$ cat src/rtl/adder_share_arb_pkg.sv
// -----------------------------------------------------------------------------
// adder_share_arb_pkg
// Shared definitions for the adder-sharing arbiter: default datapath width,
// adder mode encodings, FSM state encoding and a small flag helper.
// Optional feature macro used by the block: ADD_FLAGS_EN (N/Z/V response flags).
// -----------------------------------------------------------------------------
package adder_share_arb_pkg;

    localparam int unsigned WIDTH_DEFAULT = 16;
    localparam int unsigned FLAGS_W       = 3;

    // Requester mode field; 11 is reserved and behaves as a plain ADD.
    typedef enum logic [1:0] {
        MODE_ADD    = 2'b00,
        MODE_PADDSB = 2'b01,
        MODE_RED    = 2'b10,
        MODE_RSVD   = 2'b11
    } mode_e;

    typedef enum logic [1:0] {
        ST_IDLE = 2'b00,
        ST_EXEC = 2'b01,
        ST_RESP = 2'b10
    } state_e;

    // Two's-complement overflow of an addition, only meaningful for ADD-class ops.
    function automatic logic add_ovf(input logic a_msb, input logic b_msb,
                                     input logic s_msb, input logic is_add);
        return is_add & (a_msb == b_msb) & (s_msb != a_msb);
    endfunction

endpackage : adder_share_arb_pkg

$ cat src/rtl/adder_share_arb_if.sv
// -----------------------------------------------------------------------------
// adder_share_arb_if
// Bundles the two requester ports, the shared-adder connection and the
// response port of adder_share_arb.
//   reqN_valid/ready/a/b/cin/mode : requester N (0 = EX ALU, 1 = branch/PC path)
//   add_a/b/cin/sat/red, add_s    : operands to / sum from the external adder
//   rsp_valid/ready/id/sum        : registered response with backpressure
//   rsp_flags                     : {N,Z,V}, present only with ADD_FLAGS_EN
// Modports: slave = the arbiter block, master = its environment.
// -----------------------------------------------------------------------------
interface adder_share_arb_if #(
    parameter int unsigned WIDTH = 16
);
    logic             req0_valid;
    logic             req0_ready;
    logic [WIDTH-1:0] req0_a;
    logic [WIDTH-1:0] req0_b;
    logic             req0_cin;
    logic [1:0]       req0_mode;

    logic             req1_valid;
    logic             req1_ready;
    logic [WIDTH-1:0] req1_a;
    logic [WIDTH-1:0] req1_b;
    logic             req1_cin;
    logic [1:0]       req1_mode;

    logic [WIDTH-1:0] add_a;
    logic [WIDTH-1:0] add_b;
    logic             add_cin;
    logic             add_sat;
    logic             add_red;
    logic [WIDTH-1:0] add_s;

    logic             rsp_valid;
    logic             rsp_ready;
    logic             rsp_id;
    logic [WIDTH-1:0] rsp_sum;
`ifdef ADD_FLAGS_EN
    logic [2:0]       rsp_flags;
`endif

    modport slave (
        input  req0_valid, req0_a, req0_b, req0_cin, req0_mode,
        input  req1_valid, req1_a, req1_b, req1_cin, req1_mode,
        output req0_ready, req1_ready,
        output add_a, add_b, add_cin, add_sat, add_red,
        input  add_s,
`ifdef ADD_FLAGS_EN
        output rsp_flags,
`endif
        output rsp_valid, rsp_id, rsp_sum,
        input  rsp_ready
    );

    modport master (
        output req0_valid, req0_a, req0_b, req0_cin, req0_mode,
        output req1_valid, req1_a, req1_b, req1_cin, req1_mode,
        input  req0_ready, req1_ready,
        input  add_a, add_b, add_cin, add_sat, add_red,
        output add_s,
`ifdef ADD_FLAGS_EN
        input  rsp_flags,
`endif
        input  rsp_valid, rsp_id, rsp_sum,
        output rsp_ready
    );

endinterface : adder_share_arb_if

$ cat src/rtl/adder_share_arb_rr_arb2.sv
// -----------------------------------------------------------------------------
// rr_arb2
// Two-way round-robin grant. Grants only while the accept window is open.
//   valid   in  2  request valids {req1, req0}
//   rr_last in  1  index of the most recently accepted requester
//   acc     in  1  accept window open this cycle
//   gnt     out 2  one-hot (or zero) grant {req1, req0}
// -----------------------------------------------------------------------------
module rr_arb2 (
    input  logic [1:0] valid,
    input  logic       rr_last,
    input  logic       acc,
    output logic [1:0] gnt
);

    // Grant selection: lone requester wins, on contention the one not served last.
    always_comb begin
        gnt = 2'b00;
        if (acc) begin
            case (valid)
                2'b01:   gnt = 2'b01;
                2'b10:   gnt = 2'b10;
                2'b11:   gnt = rr_last ? 2'b01 : 2'b10;
                default: gnt = 2'b00;
            endcase
        end else begin
            gnt = 2'b00;
        end
    end

endmodule : rr_arb2

$ cat src/rtl/adder_share_arb.sv
// -----------------------------------------------------------------------------
// adder_share_arb
// Shares one external WIDTH-bit CLA adder between two requesters with
// round-robin arbitration. An accepted request is latched, presented to the
// adder for exactly one cycle (EXEC) and the sum is captured into a response
// register held under valid/ready backpressure (RESP). Accept-to-rsp_valid
// latency is two cycles; a response handshake may overlap a new accept.
// Ports:
//   clk   in  clock, rising edge
//   rst_n in  asynchronous active-low reset; drops any in-flight operation
//   bus   adder_share_arb_if.slave (requesters, adder link, response)
// Configuration: ADD_FLAGS_EN adds registered {N,Z,V} flags on bus.rsp_flags.
// -----------------------------------------------------------------------------
module adder_share_arb
    import adder_share_arb_pkg::*;
#(
    parameter int unsigned WIDTH = WIDTH_DEFAULT
) (
    input  logic               clk,
    input  logic               rst_n,
    adder_share_arb_if.slave   bus
);

    state_e           state_r;
    state_e           state_nxt_s;
    logic             rr_last_r;
    logic             acc_s;
    logic [1:0]       gnt_s;
    logic             fire_s;

    logic [WIDTH-1:0] sel_a_s;
    logic [WIDTH-1:0] sel_b_s;
    logic             sel_cin_s;
    logic [1:0]       sel_mode_s;

    logic [WIDTH-1:0] a_r;
    logic [WIDTH-1:0] b_r;
    logic             cin_r;
    logic             sat_r;
    logic             red_r;
    logic             id_r;

    logic             rsp_valid_r;
    logic             rsp_id_r;
    logic [WIDTH-1:0] rsp_sum_r;
`ifdef ADD_FLAGS_EN
    logic [FLAGS_W-1:0] rsp_flags_r;
`endif

    // Accept window: idle, or the pending response leaves this very cycle.
    assign acc_s  = (state_r == ST_IDLE) | ((state_r == ST_RESP) & bus.rsp_ready);
    assign fire_s = |gnt_s;

    rr_arb2 u_rr_arb2 (
        .valid   ({bus.req1_valid, bus.req0_valid}),
        .rr_last (rr_last_r),
        .acc     (acc_s),
        .gnt     (gnt_s)
    );

    assign bus.req0_ready = gnt_s[0];
    assign bus.req1_ready = gnt_s[1];

    // Operand mux of the granted requester (don't-care when nothing is granted).
    always_comb begin
        sel_a_s    = bus.req0_a;
        sel_b_s    = bus.req0_b;
        sel_cin_s  = bus.req0_cin;
        sel_mode_s = bus.req0_mode;
        if (gnt_s[1]) begin
            sel_a_s    = bus.req1_a;
            sel_b_s    = bus.req1_b;
            sel_cin_s  = bus.req1_cin;
            sel_mode_s = bus.req1_mode;
        end else begin
            sel_a_s    = bus.req0_a;
            sel_b_s    = bus.req0_b;
            sel_cin_s  = bus.req0_cin;
            sel_mode_s = bus.req0_mode;
        end
    end

    // FSM state register.
    always_ff @(posedge clk or negedge rst_n) begin
        if (!rst_n) begin
            state_r <= ST_IDLE;
        end else begin
            state_r <= state_nxt_s;
        end
    end

    // FSM next-state: EXEC always lasts one cycle; RESP can chain straight into EXEC.
    always_comb begin
        state_nxt_s = state_r;
        case (state_r)
            ST_IDLE: begin
                if (fire_s) begin
                    state_nxt_s = ST_EXEC;
                end else begin
                    state_nxt_s = ST_IDLE;
                end
            end
            ST_EXEC: begin
                state_nxt_s = ST_RESP;
            end
            ST_RESP: begin
                if (bus.rsp_ready) begin
                    if (fire_s) begin
                        state_nxt_s = ST_EXEC;
                    end else begin
                        state_nxt_s = ST_IDLE;
                    end
                end else begin
                    state_nxt_s = ST_RESP;
                end
            end
            default: begin
                state_nxt_s = ST_IDLE;
            end
        endcase
    end

    // Request latch: also the adder drive, so add_* only move on an accept.
    always_ff @(posedge clk or negedge rst_n) begin
        if (!rst_n) begin
            a_r       <= {WIDTH{1'b0}};
            b_r       <= {WIDTH{1'b0}};
            cin_r     <= 1'b0;
            sat_r     <= 1'b0;
            red_r     <= 1'b0;
            id_r      <= 1'b0;
            rr_last_r <= 1'b1;
        end else if (fire_s) begin
            a_r       <= sel_a_s;
            b_r       <= sel_b_s;
            cin_r     <= sel_cin_s;
            sat_r     <= (mode_e'(sel_mode_s) == MODE_PADDSB);
            red_r     <= (mode_e'(sel_mode_s) == MODE_RED);
            id_r      <= gnt_s[1];
            rr_last_r <= gnt_s[1];
        end
    end

    // Response register: capture in EXEC, release on handshake.
    always_ff @(posedge clk or negedge rst_n) begin
        if (!rst_n) begin
            rsp_valid_r <= 1'b0;
            rsp_id_r    <= 1'b0;
            rsp_sum_r   <= {WIDTH{1'b0}};
        end else if (state_r == ST_EXEC) begin
            rsp_valid_r <= 1'b1;
            rsp_id_r    <= id_r;
            rsp_sum_r   <= bus.add_s;
        end else if ((state_r == ST_RESP) && bus.rsp_ready) begin
            rsp_valid_r <= 1'b0;
        end
    end

`ifdef ADD_FLAGS_EN
    // Flag register: {N,Z,V}; V only for ADD-class ops (neither sat nor red latched).
    always_ff @(posedge clk or negedge rst_n) begin
        if (!rst_n) begin
            rsp_flags_r <= {FLAGS_W{1'b0}};
        end else if (state_r == ST_EXEC) begin
            rsp_flags_r <= {bus.add_s[WIDTH-1],
                            (bus.add_s == {WIDTH{1'b0}}),
                            add_ovf(a_r[WIDTH-1], b_r[WIDTH-1], bus.add_s[WIDTH-1],
                                    ~sat_r & ~red_r)};
        end
    end

    assign bus.rsp_flags = rsp_flags_r;
`endif

    assign bus.add_a     = a_r;
    assign bus.add_b     = b_r;
    assign bus.add_cin   = cin_r;
    assign bus.add_sat   = sat_r;
    assign bus.add_red   = red_r;

    assign bus.rsp_valid = rsp_valid_r;
    assign bus.rsp_id    = rsp_id_r;
    assign bus.rsp_sum   = rsp_sum_r;

endmodule : adder_share_arb

$ cat src/flat_wrapper.sv
// flat-port wrapper written by rule: the top's interface ports become plain ports
module adder_share_arb_flat import adder_share_arb_pkg::*;
#(
    parameter int unsigned WIDTH = WIDTH_DEFAULT
)
  (clk, rst_n, bus_req0_valid, bus_req0_a, bus_req0_b, bus_req0_cin, bus_req0_mode, bus_req1_valid, bus_req1_a, bus_req1_b, bus_req1_cin, bus_req1_mode, bus_req0_ready, bus_req1_ready, bus_add_a, bus_add_b, bus_add_cin, bus_add_sat, bus_add_red, bus_add_s, bus_rsp_valid, bus_rsp_id, bus_rsp_sum, bus_rsp_ready);
  adder_share_arb_if #(.WIDTH(WIDTH)) bus_i ();
  input  logic clk;
  input  logic rst_n;
  input wire logic [$bits(bus_i.req0_valid)-1:0] bus_req0_valid;
  input wire logic [$bits(bus_i.req0_a)-1:0] bus_req0_a;
  input wire logic [$bits(bus_i.req0_b)-1:0] bus_req0_b;
  input wire logic [$bits(bus_i.req0_cin)-1:0] bus_req0_cin;
  input wire logic [$bits(bus_i.req0_mode)-1:0] bus_req0_mode;
  input wire logic [$bits(bus_i.req1_valid)-1:0] bus_req1_valid;
  input wire logic [$bits(bus_i.req1_a)-1:0] bus_req1_a;
  input wire logic [$bits(bus_i.req1_b)-1:0] bus_req1_b;
  input wire logic [$bits(bus_i.req1_cin)-1:0] bus_req1_cin;
  input wire logic [$bits(bus_i.req1_mode)-1:0] bus_req1_mode;
  output wire logic [$bits(bus_i.req0_ready)-1:0] bus_req0_ready;
  output wire logic [$bits(bus_i.req1_ready)-1:0] bus_req1_ready;
  output wire logic [$bits(bus_i.add_a)-1:0] bus_add_a;
  output wire logic [$bits(bus_i.add_b)-1:0] bus_add_b;
  output wire logic [$bits(bus_i.add_cin)-1:0] bus_add_cin;
  output wire logic [$bits(bus_i.add_sat)-1:0] bus_add_sat;
  output wire logic [$bits(bus_i.add_red)-1:0] bus_add_red;
  input wire logic [$bits(bus_i.add_s)-1:0] bus_add_s;
  output wire logic [$bits(bus_i.rsp_valid)-1:0] bus_rsp_valid;
  output wire logic [$bits(bus_i.rsp_id)-1:0] bus_rsp_id;
  output wire logic [$bits(bus_i.rsp_sum)-1:0] bus_rsp_sum;
  input wire logic [$bits(bus_i.rsp_ready)-1:0] bus_rsp_ready;
  assign bus_i.req0_valid = bus_req0_valid;
  assign bus_i.req0_a = bus_req0_a;
  assign bus_i.req0_b = bus_req0_b;
  assign bus_i.req0_cin = bus_req0_cin;
  assign bus_i.req0_mode = bus_req0_mode;
  assign bus_i.req1_valid = bus_req1_valid;
  assign bus_i.req1_a = bus_req1_a;
  assign bus_i.req1_b = bus_req1_b;
  assign bus_i.req1_cin = bus_req1_cin;
  assign bus_i.req1_mode = bus_req1_mode;
  assign bus_req0_ready = bus_i.req0_ready;
  assign bus_req1_ready = bus_i.req1_ready;
  assign bus_add_a = bus_i.add_a;
  assign bus_add_b = bus_i.add_b;
  assign bus_add_cin = bus_i.add_cin;
  assign bus_add_sat = bus_i.add_sat;
  assign bus_add_red = bus_i.add_red;
  assign bus_i.add_s = bus_add_s;
  assign bus_rsp_valid = bus_i.rsp_valid;
  assign bus_rsp_id = bus_i.rsp_id;
  assign bus_rsp_sum = bus_i.rsp_sum;
  assign bus_i.rsp_ready = bus_rsp_ready;
  adder_share_arb #(.WIDTH(WIDTH)) u_core (.clk(clk), .rst_n(rst_n), .bus(bus_i));
endmodule
$ cat config.mk
export PLATFORM = sky130hd
export DESIGN_NAME = adder_share_arb_flat
export DESIGN_NICKNAME = d
export VERILOG_FILES = /design/src/rtl/adder_share_arb_pkg.sv /design/src/rtl/adder_share_arb_if.sv /design/src/rtl/adder_share_arb_rr_arb2.sv /design/src/rtl/adder_share_arb.sv /design/src/flat_wrapper.sv
export SDC_FILE = /design/constraint.sdc
export NUM_CORES = 1
export LEC_CHECK = 0
export CAP_MARGIN = 20
export CORE_AREA = 8 8 105 83
export DETAILED_ROUTE_END_ITERATION = 10
export DIE_AREA = 0 0 113 91
export PLACE_DENSITY_LB_ADDON = 0.15
export SLEW_MARGIN = 20
export SYNTH_ARGS = -nofsm -noshare
export SYNTH_HDL_FRONTEND = slang
export SYNTH_SLANG_ARGS = --single-unit
$ cat constraint.sdc
create_clock -name clk -period 3.5 [get_ports clk]
set_input_delay 0.875 -clock clk [delete_from_list [all_inputs] [get_ports clk]]
set_output_delay 0.875 -clock clk [all_outputs]
set_load 0.02 [all_outputs]
==> out/qor.yml <==
run_status:
  outcome: "finished clean"
timing:
  period_share: 0.9490
  relSlewSlack: 0.3630
  fin_skew_ns: 0.008746
  layout_min_cycle_time_ns: 3.321
  worstMarginPinSlew_ns: 0.9555
  setup_viol: 0
  rsz0062_at_grt: "false"
  tns_ns: 0
  maxSlewViolCount: 0
  setup_ws_ns: 0.1787
  fmax_ghz: 0.3011
  hold_viol: 0
synthesis:
  netlist_instances: 312
  synth_edf_count: 0
  ys_seq_area_frac: 0.4618
  synth_top_flop_cell: "dfrtp_1"
  synth_area_sq_mm: 0.003092
  async_reset_ff_frac: 1.000
  yosys_warnings: 0
  avgSynthCellArea_sq_um: 9.909
  synth-seq-cells: 57
  synth_top_area_share: 0.4533
  synth_area_leader_cell: "dfrtp_1"
  post_synth_num_cell_types: 25
  yosys-top-cells-area: "dfrtp_1 45%, o41ai_1 9.9%, or4_1 8.3%"
  syn_nets: 403
setup_path:
  slowest_stage: "or4_1"
  cp.required_ns: 2.62
  cp_max_fo: 3
  crit_cells: 5
  cp_num_buf_inv: 3
  worstRegToRegCells: 4
  path_class: "in2out"
  startpoint_type: "input pin"
  cp_top_family: "buffers and inverters"
  worstPathCellList: "clkdlybuf4s50_1 -> and2b_4 -> or4_1 -> inv_1 -> dlygate4sd2_1"
  cp.arrival_ns: 2.45
  r2r_slack_ns: 0.97
  cp-end-kind: "output pin"
  slowest_delay_ns: 0.48
power:
  p_sw_mw: 1.666
  power_frac_comb: 0.538
  power.density_mw_per_mm2: 874.0
  clkPwrFrac: 0.169
  swShare: 0.4014
  power_frac_seq: 0.293
  leakagePower_nw: 1.817
  peakVddDrop_v: 0.0004272
  internal-power_mw: 2.484
  design_power_total_mw: 4.150
drt:
  wirelength_mm: 10.05
  wl_per_cell_um: 19.11
  vias: 3145
  viasPerCell: 5.979
  drtIter0Drc: 179
  firstDrtPassIters: 4
  final_antenna_net_count: 0
  drc: 0
die:
  die_area_sq_mm: 0.01028
  row_count: 27
  start_util: 0.4358
  dieHeight_um: 91
  die_x_um: 113
  boundaryPins: 146
  core_area_sq_mm: 0.007094
place:
  pre_cts_slack_ns: -0.08328
  globalplace.congestion: 0.7226
  hpwl_mm: 6.616
  io_buffers: 145
cells_and_area:
  final_common_cell: "clkdlybuf4s50_1"
  n_antenna_cell: 0
  area_delta_synth_final_pct: 53.58
  fin_nets: 525
  drive_gt1_frac: 0.08200
  most-common-layout-cells: "142 x clkdlybuf4s50_1, 55 x dfrtp_1, 35 x nand2_1, 35 x o41ai_1, 34 x or4_1"
cts:
  cts_hold_buf: 0
  cts_buffers: 9
  cts_max_path_buffers: 2
  clkTransAtPathRegs_ns: 0.07
  cts_sinks: 57
  cts_root_buf: "clkbuf_8"
  h-tree-depth: 3
  clk_latency_ns: 0.34
  cts_tree: "built"
grt:
  grt_remaining_overflow: 0
  grt_max_degree: 105
  track_usage: 0.1945
  grt_pass1_wl_mm: 16.30
  grt_pass1_vias: 3071
  antenna_found_initial: 0
min_path:
  holdPathStages: 1
  holdCritPathClass: "reg2reg"
run:
  cap_viol_max_count: 0
## registers in the layout, summed over array words and instances, names as in the netlist
name / cells
u_core.bus.add_a: 16
u_core.bus.add_b: 16
u_core.bus.add_cin: 1
u_core.bus.add_red: 1
u_core.bus.add_sat: 1
u_core.bus.rsp_id: 1
u_core.bus.rsp_sum: 16
u_core.bus.rsp_valid: 1
u_core.id_r: 1
u_core.rr_last_r: 1
u_core.state_r: 2
## path summary, 6_finish.rpt
kind                                         from                     end
min in group asynchronous                   rst_n    u_core.bus.add_b[14]
min reg2reg                u_core.bus.rsp_sum[15]  u_core.bus.rsp_sum[15]
max in group asynchronous                   rst_n     u_core.bus.add_a[9]
min                        u_core.bus.rsp_sum[15]  u_core.bus.rsp_sum[15]
max                                 bus_rsp_ready          bus_req0_ready
max reg2reg                     u_core.state_r[0]  u_core.bus.rsp_sum[13]
## repair_timing
item,4_1_cts,5_1_grt
setup buffers,0,0
setup endpoints to repair,2,0
hold endpoints to repair,0,0
resized for setup,2,0
## through the flow
stage          hold WS (ns)  instance area (sq um)  cells    util
2_1_floorplan        0.4457                   3092    312       -
3_3_place_gp         0.4654                   4522    510  0.6374
3_5_place_dp         0.4740                   4522    510  0.6374
4_1_cts              0.4882                   4748    526  0.6693
5_1_grt              0.4941                   4748    526  0.6693
6_report             0.4854                   4748    526  0.6693
## power groups by stage
stage	registers (mW)	logic, mW	clock network (mW)
floorplan	1.58	0.920	0
global placement	1.21	2.23	0
detailed placement	1.22	2.26	0
CTS	1.22	2.26	0.719
global route	1.26	2.41	0.747
finish	1.22	2.23	0.701
## layout make-up
| type | count | area [sq um] |
|---|---|---|
| fill | 580 | 2346 |
| timing repair buffer | 156 | 1526 |
| multi-input combinational | 205 | 1436 |
| sequential | 57 | 1429 |
| clock buffer | 11 | 151.4 |
| tap | 87 | 108.9 |
| clock inverter | 5 | 77.57 |
| inverter | 5 | 18.77 |
## Yosys cell counts, types with 2 or more instances
library cell and count:
a211o_1 2, a21o_1 3, a21oi_1 2, a22oi_1 2, a31oi_1 33, buf_2 4, buf_6 6, clkbuf_1 34
dfrtp_1 56, inv_1 2, inv_2 3, mux2_1 17, nand2_1 35, nand2b_1 2, nand3b_1 2, nor4_1 33
o41ai_1 35, or4_1 34
## kinds of logic after synthesis
| group | count (synthesis) | share of synthesized area |
|---|---|---|
| buffers and inverters | 50 | 0.07689 |
| AND/OR/NAND/NOR | 110 | 0.2092 |
| flip-flops | 57 | 0.4618 |
| multiplexers | 17 | 0.06192 |
| AO/OA/AOI/OAI | 78 | 0.1902 |
## metal layers
| metal | wire length (um) | share of wire | up-vias | GRT usage |
|---|---|---|---|---|
| li1 | - | - | 1497 | - |
| met3 | 1019 | 0.10 | 14 | 0.08201 |
| met2 | 4874 | 0.48 | 136 | 0.2977 |
| met1 | 4028 | 0.40 | 1498 | 0.2434 |
| met5 | 0 | 0 | - | 0 |
| met4 | 129 | 0.013 | 0 | 0.06195 |
No activity file was read; power rests on OpenSTA's default activity.
==> patch: new RTL, config.mk and constraints unchanged <==
The package constant `WIDTH_DEFAULT` goes from 16 to 12.
--- a/src/rtl/adder_share_arb_pkg.sv
+++ b/src/rtl/adder_share_arb_pkg.sv
@@ -6,7 +6,7 @@
 // -----------------------------------------------------------------------------
 package adder_share_arb_pkg;
 
-    localparam int unsigned WIDTH_DEFAULT = 16;
+    localparam int unsigned WIDTH_DEFAULT = 12;
     localparam int unsigned FLAGS_W       = 3;
 
     // Requester mode field; 11 is reserved and behaves as a plain ADD.
Ports: changed (8 resized); port bits go from 146 to 114. No check against the original RTL was run, so the function may have changed too.
==> patch against the original RTL <==
  * Final area shrank 22%
  * Worst setup slack gained 63 ps
  * Critical path type unchanged
  * Power shrank 26%
  * First-iteration DRC count shrank 10%
  * Synthesized area shrank 20%
  * Wire length shrank 18%
  * Via count shrank 22%
  * Sequential cell count shrank 12
==> patch: results (changes against the original RTL) <==
[run_status]
outcome = finished, final reports clean

[place]
place_inst = 423  ; -17%
gp_congestion = 0.766  ; +6.0%
hpwl_um = 5510  ; -17%
place_ws_ps = -34.9  ; +48.4 ps
postPlaceCellArea_sq_um = 3610  ; -20%
io_buffers = 113  ; -22%

[yosys]
synthesis.nets = 317  ; -21%
synthXorXnorAreaFrac_pct = 0  ; unchanged
synth_compound_gate_area_share_pct = 18.9  ; -0.074 points
ys_warn_count = 0  ; unchanged
synthTopCellsByArea = dfrtp_1 45%, o41ai_1 9.6%, or4_1 7.9%
post_synth_mux_area_share_pct = 5.93  ; -0.26 points
synth.distinct_cells = 26  ; +4.0%
async_reset_ff_share_pct = 100  ; unchanged
yosysSeqAreaShare_pct = 45.6  ; -0.53 points
synth.top_cells.by_count = 44 x dfrtp_1, 27 x nand2_1, 27 x o41ai_1
avgSynthCellArea_sq_um = 10.0  ; +1.3%

[clock_network]
cts_post_setup_buffers_inserted = 0  ; unchanged
clk_latency_ps = 290  ; -50 ps
cts_made_buffers = 5  ; -4
cts_buffer_depth = 2  ; unchanged
post_cts_resized = 1  ; -1
cts.htree.levels = 2  ; -1

[timing]
relSlewSlack_pct = 49.7  ; +13 points
fin_worst_skew_ps = 6.82  ; -1.93 ps
timing.final.crit_share_pct = 93.1  ; -1.8 points

[setup_path]
path_max_fanout = 4  ; +1
ff2ff_setup_slack_ps = 1190  ; +220 ps
worst_path_largest_cell_delay_ps = 530  ; +50 ps
worstReg2RegEnd = u_core.bus.rsp_sum[2]
startpoint = bus_req0_valid
r2r_cells = 5  ; +1
crit_slowest_cell = clkdlybuf4s50_1

[pwr]
peakVddDrop_v = 0.000482  ; +13%
switching_power_uw = 1290  ; -23%
power.leakage_uw = 0.00142  ; -22%

[finish]
drive_gt1_share_pct = 11.3  ; +3.1 points
antenna_cells = 0  ; unchanged
fillers = 676  ; +17%
finalNetCount = 414  ; -21%

[drt]
via_per_inst = 5.67  ; -5.2%
routed_wl_um = 8250  ; -18%
first_iter_violations = 161  ; -10%
routedWlPerCell_um = 19.1  ; +0.16%
drtPass1Iterations = 4  ; unchanged

[grt]
grt_pass1_wl_um = 13300  ; -18%
grt_max_degree = 82  ; -22%
grtUsageTotal_pct = 15.8  ; -3.7 points
grt_pass1_vias = 2465  ; -20%

[patch: how the worst min path moves through the flow]
stage / start / end / slack [ps]
detailed placement: u_core.id_r / u_core.id_r / 460
finish: u_core.id_r / u_core.id_r / 500
global placement: u_core.id_r / u_core.id_r / 460
floorplan: u_core.id_r / u_core.id_r / 440
CTS: u_core.id_r / u_core.id_r / 480
global route: u_core.bus.rsp_sum[8] / u_core.bus.rsp_sum[8] / 520
[patch: per-layer routing]
| metal | routed length, um | global-route usage [%] | vias up |
|---|---|---|---|
| met5 | 0 | 0 | - |
| met2 | 3780 | 24.2 | 83 |
| met3 | 567 | 4.70 | 2 |
| met1 | 3880 | 21.6 | 1183 |
| li1 | - | - | 1174 |
| met4 | 22 | 2.88 | 0 |
[patch: cell type report]
class / instances / area (sq um) / share of cell area [%]
timing repair buffer: 125 / 1220 / 33.1
multi-input combinational: 161 / 1130 / 30.7
sequential: 45 / 1130 / 30.6
tap: 87 / 109 / 2.95
clock buffer: 6 / 72.6 / 1.97
inverter: 5 / 18.8 / 0.508
clock inverter: 2 / 10.0 / 0.271
[patch: cells by family after synthesis]
kind of cell           after synthesis
and+or+nand+nor                     86
AOI/OAI and AO/OA                   62
muxes                               13
buffers and inverters               40
DFF                                 45
[patch: power by group through the flow]
stage          Combinational [uW]  Clock [uW]  Sequential [uW]
5_1_grt                      1950         354              993
3_5_place_dp                 1830           0              960
2_1_floorplan                 777           0             1240
4_1_cts                      1830         335              956
6_report                     1800         322              957
3_3_place_gp                 1800           0              949
[patch: worst register-to-register path: stages, from the launching register on]
cell and delay, ps:
dfrtp_2 380, buf_4 560, inv_1 150, nor2_1 560
buf_6 230, mux2_2 340
